[src/rtl/dotacc_pkg.sv]
// dotacc_pkg: shared types and widths for the dot-product accumulator
package dotacc_pkg;
  typedef enum logic {ST_ACCUM, ST_HOLD} state_e;
  localparam int OP_W   = 4;
  localparam int PROD_W = 8;
endpackage

[src/rtl/dot_product_accumulator_mult.sv]
// Multiplier: combinational unsigned OP_W x OP_W multiply
// Ports: A, B operands in; Res PROD_W-bit product out.
module Multiplier
  import dotacc_pkg::*;
(
  input  logic [OP_W-1:0]   A,
  input  logic [OP_W-1:0]   B,
  output logic [PROD_W-1:0] Res
);
  assign Res = PROD_W'(A) * PROD_W'(B);
endmodule

[src/rtl/dot_product_accumulator.sv]
// dot_product_accumulator: accumulates LEN products A*B and presents the sum over valid/ready
// Ports: Clk, Rst_n (async active-low); In_Valid/In_Ready with A, B operand pair in;
// Out_Valid/Out_Ready with Sum and Ovf result out.
// Build option DOTACC_SAT_EN: saturate Acc/Sum at 2^ACC_W-1 instead of wrapping.
module dot_product_accumulator
  import dotacc_pkg::*;
#(
  parameter int LEN   = 4,
  parameter int ACC_W = 10
) (
  input  logic             Clk,
  input  logic             Rst_n,
  input  logic             In_Valid,
  output logic             In_Ready,
  input  logic [OP_W-1:0]  A,
  input  logic [OP_W-1:0]  B,
  output logic             Out_Valid,
  input  logic             Out_Ready,
  output logic [ACC_W-1:0] Sum,
  output logic             Ovf
);
  localparam int CW = $clog2(LEN);
  state_e             state_q, state_d;
  logic [ACC_W-1:0]   acc_q, acc_d, sum_q, sum_d, step;
  logic [CW-1:0]      cnt_q, cnt_d;
  logic               ovf_acc_q, ovf_acc_d, ovf_q, ovf_d;
  logic [PROD_W-1:0]  prod;
  logic [ACC_W:0]     add;
  logic               carry, accept, last;
  Multiplier u_mult (.A(A), .B(B), .Res(prod));
  assign add    = {1'b0, acc_q} + (ACC_W+1)'(prod);
  assign carry  = add[ACC_W];
`ifdef DOTACC_SAT_EN
  // Once clamped, any nonzero add carries again, so the clamp persists for the vector.
  assign step   = carry ? {ACC_W{1'b1}} : add[ACC_W-1:0];
`else
  assign step   = add[ACC_W-1:0];
`endif
  assign accept    = In_Valid && state_q == ST_ACCUM;
  assign last      = cnt_q == CW'(LEN-1);
  assign In_Ready  = state_q == ST_ACCUM;
  assign Out_Valid = state_q == ST_HOLD;
  assign Sum       = sum_q;
  assign Ovf       = ovf_q;
  always_comb begin
    state_d   = state_q;
    acc_d     = acc_q;
    cnt_d     = cnt_q;
    ovf_acc_d = ovf_acc_q;
    sum_d     = sum_q;
    ovf_d     = ovf_q;
    if (accept && !last) begin
      acc_d     = step;
      cnt_d     = cnt_q + 1'b1;
      ovf_acc_d = ovf_acc_q | carry;
    end
    if (accept && last) begin
      sum_d     = step;
      ovf_d     = ovf_acc_q | carry;
      acc_d     = '0;
      cnt_d     = '0;
      ovf_acc_d = 1'b0;
      state_d   = ST_HOLD;
    end
    if (state_q == ST_HOLD && Out_Ready) state_d = ST_ACCUM;
  end
  always_ff @(posedge Clk or negedge Rst_n) begin
    if (!Rst_n) begin
      state_q   <= ST_ACCUM;
      acc_q     <= '0;
      cnt_q     <= '0;
      ovf_acc_q <= 1'b0;
      sum_q     <= '0;
      ovf_q     <= 1'b0;
    end else begin
      state_q   <= state_d;
      acc_q     <= acc_d;
      cnt_q     <= cnt_d;
      ovf_acc_q <= ovf_acc_d;
      sum_q     <= sum_d;
      ovf_q     <= ovf_d;
    end
  end
endmodule

[config.mk]
export PLATFORM = sky130hd
export DESIGN_NAME = dot_product_accumulator
export DESIGN_NICKNAME = d
export VERILOG_FILES = /design/src/rtl/dotacc_pkg.sv /design/src/rtl/dot_product_accumulator_mult.sv /design/src/rtl/dot_product_accumulator.sv
export SDC_FILE = /design/constraint.sdc
export NUM_CORES = 1
export LEC_CHECK = 0
export BUFFER_PORTS_ARGS = -buffer_cell sky130_fd_sc_hd__buf_4
export CAP_MARGIN = 20
export CORE_MARGIN = 2
export CORE_UTILIZATION = 30
export CTS_BUF_LIST = sky130_fd_sc_hd__clkbuf_4
export DETAILED_ROUTE_END_ITERATION = 10
export HOLD_SLACK_MARGIN = 0.15
export SYNTH_ARGS = -nofsm -noshare
export SYNTH_HDL_FRONTEND = slang
export SYNTH_HIERARCHICAL = 1
export SYNTH_SLANG_ARGS = --single-unit
[constraint.sdc]
create_clock -name Clk -period 2.44 [get_ports Clk]
set_clock_uncertainty 0.05 [all_clocks]
set_input_delay 0.122 -clock Clk [delete_from_list [all_inputs] [get_ports Clk]]
set_output_delay 0.122 -clock Clk [all_outputs]
set_load 0.01 [all_outputs]
# After elaboration in Yosys (flattened, before gate mapping)
# Cells that the tools add are included.
# classes
addsub,2
n_mul,1
n_eq_ne,1
muxes,8
n_bitwise,2
reduce_logical,7
# ops
cell,count
$mux W10,2
$add A10 B8 Y11,1
$mul A4 B4 Y8,1
$logic_and A1 B1 Y1,4
$mux W1,4
$mux W2,2
$reduce_bool A2 Y1,2
$add A2 B1 Y2 const B,1
$eq A2 B2 Y1 const B,1
$logic_not A1 Y1,1
$not A1 Y1,1
$or A1 B1 Y1,1
# totals
register_bits,25
input_bits,12
out_inout_bits,13
elab_cells,27

# Longest topological paths before layout
# depth
word_depth,5
mapped_depth,14
ltp_nobuf,14

# Cells and area by module
# The synthesis kept the hierarchy.
# modules_own_cells
module,instances,cells_per_inst,area_each_um2,seq_area_each_um2
dot_product_accumulator,1,135,1371.3,625.6
Multiplier,1,51,464.2,0.0

# Worst setup path before layout
# Ideal clock, no wire load.
# synth_timing
kind,input port to flip-flop
start,in A[0]
end,reg acc_q[9]
setup_time_ns,0.069
arrival_ns,3.360
t_required_ns,2.321
slack_ns,-1.039
cell_stages,13
n_path_buf,0
path_cell_list,nand2_1 -> fa_1 -> inv_1 -> fa_1 -> ha_1 -> a211oi_2 -> nor3_1 -> or3b_1 -> ha_1 -> and4_1 -> a2bb2oi_2 -> or4_1 -> nand3_1
# synth_between
elab_chain_cells,4
# synth_rtl
item,line_no,source
start: declaration,dot_product_accumulator.sv:15,"input logic [OP_W-1:0] A,"
$mul A4 B4 Y8,dot_product_accumulator_mult.sv:10,assign Res = PROD_W'(A) * PROD_W'(B);
named net prod[7],dot_product_accumulator.sv:27,logic [PROD_W-1:0] prod;
$add A10 B8 Y11,dot_product_accumulator.sv:31,"assign add = {1'b0, acc_q} + (ACC_W+1)'(prod);"
$mux W10,dot_product_accumulator.sv:52,if (accept && !last) begin
$mux W10,dot_product_accumulator.sv:57,if (accept && last) begin
end signal: assignment,dot_product_accumulator.sv:70,acc_q <= '0;
end signal: assignment,dot_product_accumulator.sv:77,acc_q <= acc_d;
end: declaration,dot_product_accumulator.sv:24,"logic [ACC_W-1:0] acc_q, acc_d, sum_q, sum_d, step;"
# The timed path passes the listed nets, and every way through them passes these cells. The select of a mux whose other input is x is not followed.
# A chain may end at the register's enable or synchronous reset.

# Final worst setup path
# layout_timing
start,in A[2]
end,reg sum_q[8] (netlist: Sum[8])
# layout_between
elab_chain_cells,2
# layout_rtl
item,line_no,source
$mul A4 B4 Y8,dot_product_accumulator_mult.sv:10,
named net prod[7],dot_product_accumulator.sv:27,
$add A10 B8 Y11,dot_product_accumulator.sv:31,
end signal: assignment,dot_product_accumulator.sv:80,sum_q <= sum_d;
end: declaration,dot_product_accumulator.sv:24,
# The timed path passes the listed nets, and every way through them passes these cells.

==> flow_summary.yaml <==
outcome:
  status: "complete, but fails checks"
  violations: "setup timing"
yosys:
  synth_area_leader_cell: "dfrtp_1"
  synth_nets: 224
  synth_top_flop_cell: "dfrtp_1"
  ys.warnings.count: 6
  synth-edff-count: 0
  yosys.area.top_type_share: 0.3408
  synthArstFlopShare: 1.000
  synth.distinct_cells: 43
  ys_seq_elements: 25
  ys_top_cells_by_area: "dfrtp_1, ha_1, nand2_1, fa_1, and2_1"
  avgSynthCellArea_um2: 9.868
  synth_area_um2: 1836
  netlist_instances: 186
  yosysSeqAreaShare: 0.3408
worst_setup_path:
  startpoint: "A[2]"
  worstSetupStartpointType: "input pin"
  critPathArrivalTime_ps: 3330
  required_ps: 2610
  reg2reg_from: "acc_q[0]"
  crit_path_end_kind: "flop"
  path_class: "input pin to flop"
  worst-path-max-fanout: 4
sta:
  tns_ps: -7178
  final_hold_viol_count: 0
  fin_crit_ps: 3159
  relSlewSlack: 0.6759
  rsz0062_at_grt: "yes"
  final_max_slew_viol_count: 0
  tightest_slew_ps: 485.0
  max_freq_mhz: 316.5
  period_share: 1.295
  layout_setup_ws_ps: -719.3
  setup_viol: 15
detailed_routing:
  routed.top_layer: "met4"
  first_pass_iters: 4
  ant_nets: 0
  vias_per_cell: 4.717
  route.met3.wl_um: 105
  drcViolationCount: 0
  drtIter0Drc: 30
  wire_per_inst_um: 12.36
  met1_length_mm: 2.027
  finalWirelength_mm: 3.930
  dr_wl_met2_mm: 1.782
  vias: 1500
clock_tree:
  cts_max_level: 1
  cts_max_path_buffers: 2
  clkTransAtPathRegs_ps: 140
  clk_latency_ps: 320
  cts_tree: "done"
  root_buffer: "clkbuf_4"
  cts_inserted_buffers: 3
  cts_sinks: 25
hold_path:
  hp-class: "input pin to async pin"
finish:
  drive_gt1_frac: 0.4198
  layout_commonest_cell: "buf_4"
  final_cell_mix: "buf_4, dfrtp_1, nand2_1"
  fin_nets: 282
  diodes: 0
  nFillCells: 561
  syn_to_final_growth_pct: 43.69
power:
  p_leak_nw: 1.228
  p_total_mw: 2.677
  peakVddDrop_mv: 0.6435
  power_density_nw_per_um2: 1015
placed_design:
  portBuffers: 24
  place_ws_ps: -1279
  place.gp.congestion: 0.7823
  hpwl_mm: 3.062
global_routing:
  grt_use_total: 0.1290
  grt_pass1_wl_mm: 6.837
  grt_max_degree: 26
  grt_antenna_before_repair: 0
  grt_overflow: 0
  grt_pass1_vias: 1456
die:
  fp.dieArea_um2: 6760
  die_y_um: 82.22
  num_rows: 28
  coreArea_um2: 5921
  start_util: 0.3100
  pin_count: 25
  die_x_um: 82.22
flow_run:
  maxCapViolCount: 0
[flip-flops by register name (all words and copies together), names as in the netlist]
signal / flops
Ovf: 1
Sum: 10
cnt_q: 2
Out_Valid: 1
ovf_acc_q: 1
acc_q: 10
[metrics by stage]
| stage | hold WS (ps) | utilization | instance area [um2] | instances |
|---|---|---|---|---|
| after detailed placement | 2.763 | 0.3965 | 2347 | 308 |
| final | 169.3 | 0.4455 | 2638 | 318 |
| after floorplan | -223.6 | - | 1883 | 186 |
| after CTS | 167.2 | 0.4326 | 2561 | 317 |
| after global placement | 1.036 | 0.3965 | 2347 | 308 |
| after global routing | 190.0 | 0.4455 | 2638 | 318 |
[logic make-up (layout without fill, tap and decap cells)]
group,Yosys count,after routing,synth area share
mux,4,4,0.02318
buf+inv,15,72,0.03135
xor+xnor,9,9,0.04294
flops,25,25,0.3408
compound gates,46,46,0.1950
fa+ha+maj,26,26,0.1977
simple gates,61,61,0.1691
[routing by layer]
layer	vias to the layer above	track usage
li1	771	-
met1	712	0.1965
met2	15	0.1976
met3	2	0.02283
met4	0	0.01000
met5	-	0
[critical path, stage by stage]
cell and delay (ps):
buf_8 80, nand2_4 40, fa_1 550, inv_2 40, fa_2 570, ha_4 220
a211oi_4 240, nor3_2 70, or3b_4 390, ha_4 290, o211ai_1 110, a31oi_2 270
mux2i_1 230, nand3_1 80
[report_power, final]
part	switching (mW)	internal (mW)	leakage [nW]
clock network	0.129	0.0614	0.0177
registers	0.114	0.593	0.315
logic	0.855	0.924	0.895
total	1.10	1.58	1.23
[cell usage after synthesis (3+ instances only)]
| library cell | n |
|---|---|
| a21o_1 | 4 |
| a21oi_1 | 5 |
| and2_1 | 13 |
| clkbuf_1 | 4 |
| dfrtp_1 | 25 |
| fa_1 | 5 |
| ha_1 | 21 |
| inv_1 | 10 |
| nand2_1 | 28 |
| nand2b_1 | 3 |
| nor2_1 | 3 |
| nor3_1 | 3 |
| o21ai_0 | 11 |
| o31ai_1 | 8 |
| xnor2_1 | 4 |
| xor2_1 | 5 |
[final timing paths]
kind | endpoint | slack (ps) | depth (start not counted)
worst max-delay path | Sum[8] | -720 | 14
worst min-delay path | acc_q[9] | 170 | 2
worst max register to register | Sum[8] | 340 | 8
worst min register to register | ovf_acc_q | 450 | 2
max in group asynchronous | acc_q[0] | 1930 | 2
min in group Clk | cnt_q[1] | 180 | 4
[cell type report]
class	count	area (um2)	share of cell area
clock buffer	3	22.52	0.008539
clock inverter	1	5.005	0.001898
inverter	10	37.54	0.01423
multi-input combinational	146	1386	0.5256
sequential	25	625.6	0.2372
tap	75	93.84	0.03558
timing repair buffer	58	466.7	0.1769
[what timing repair did]
item,in CTS,in global routing
hold buffers,2,0
pin swaps,26,8
hold endpoints to repair,26,0
resized for setup,31,12
setup endpoints to repair,16,15
buffers inserted,3,2
Power figures use the tool's default switching activity.
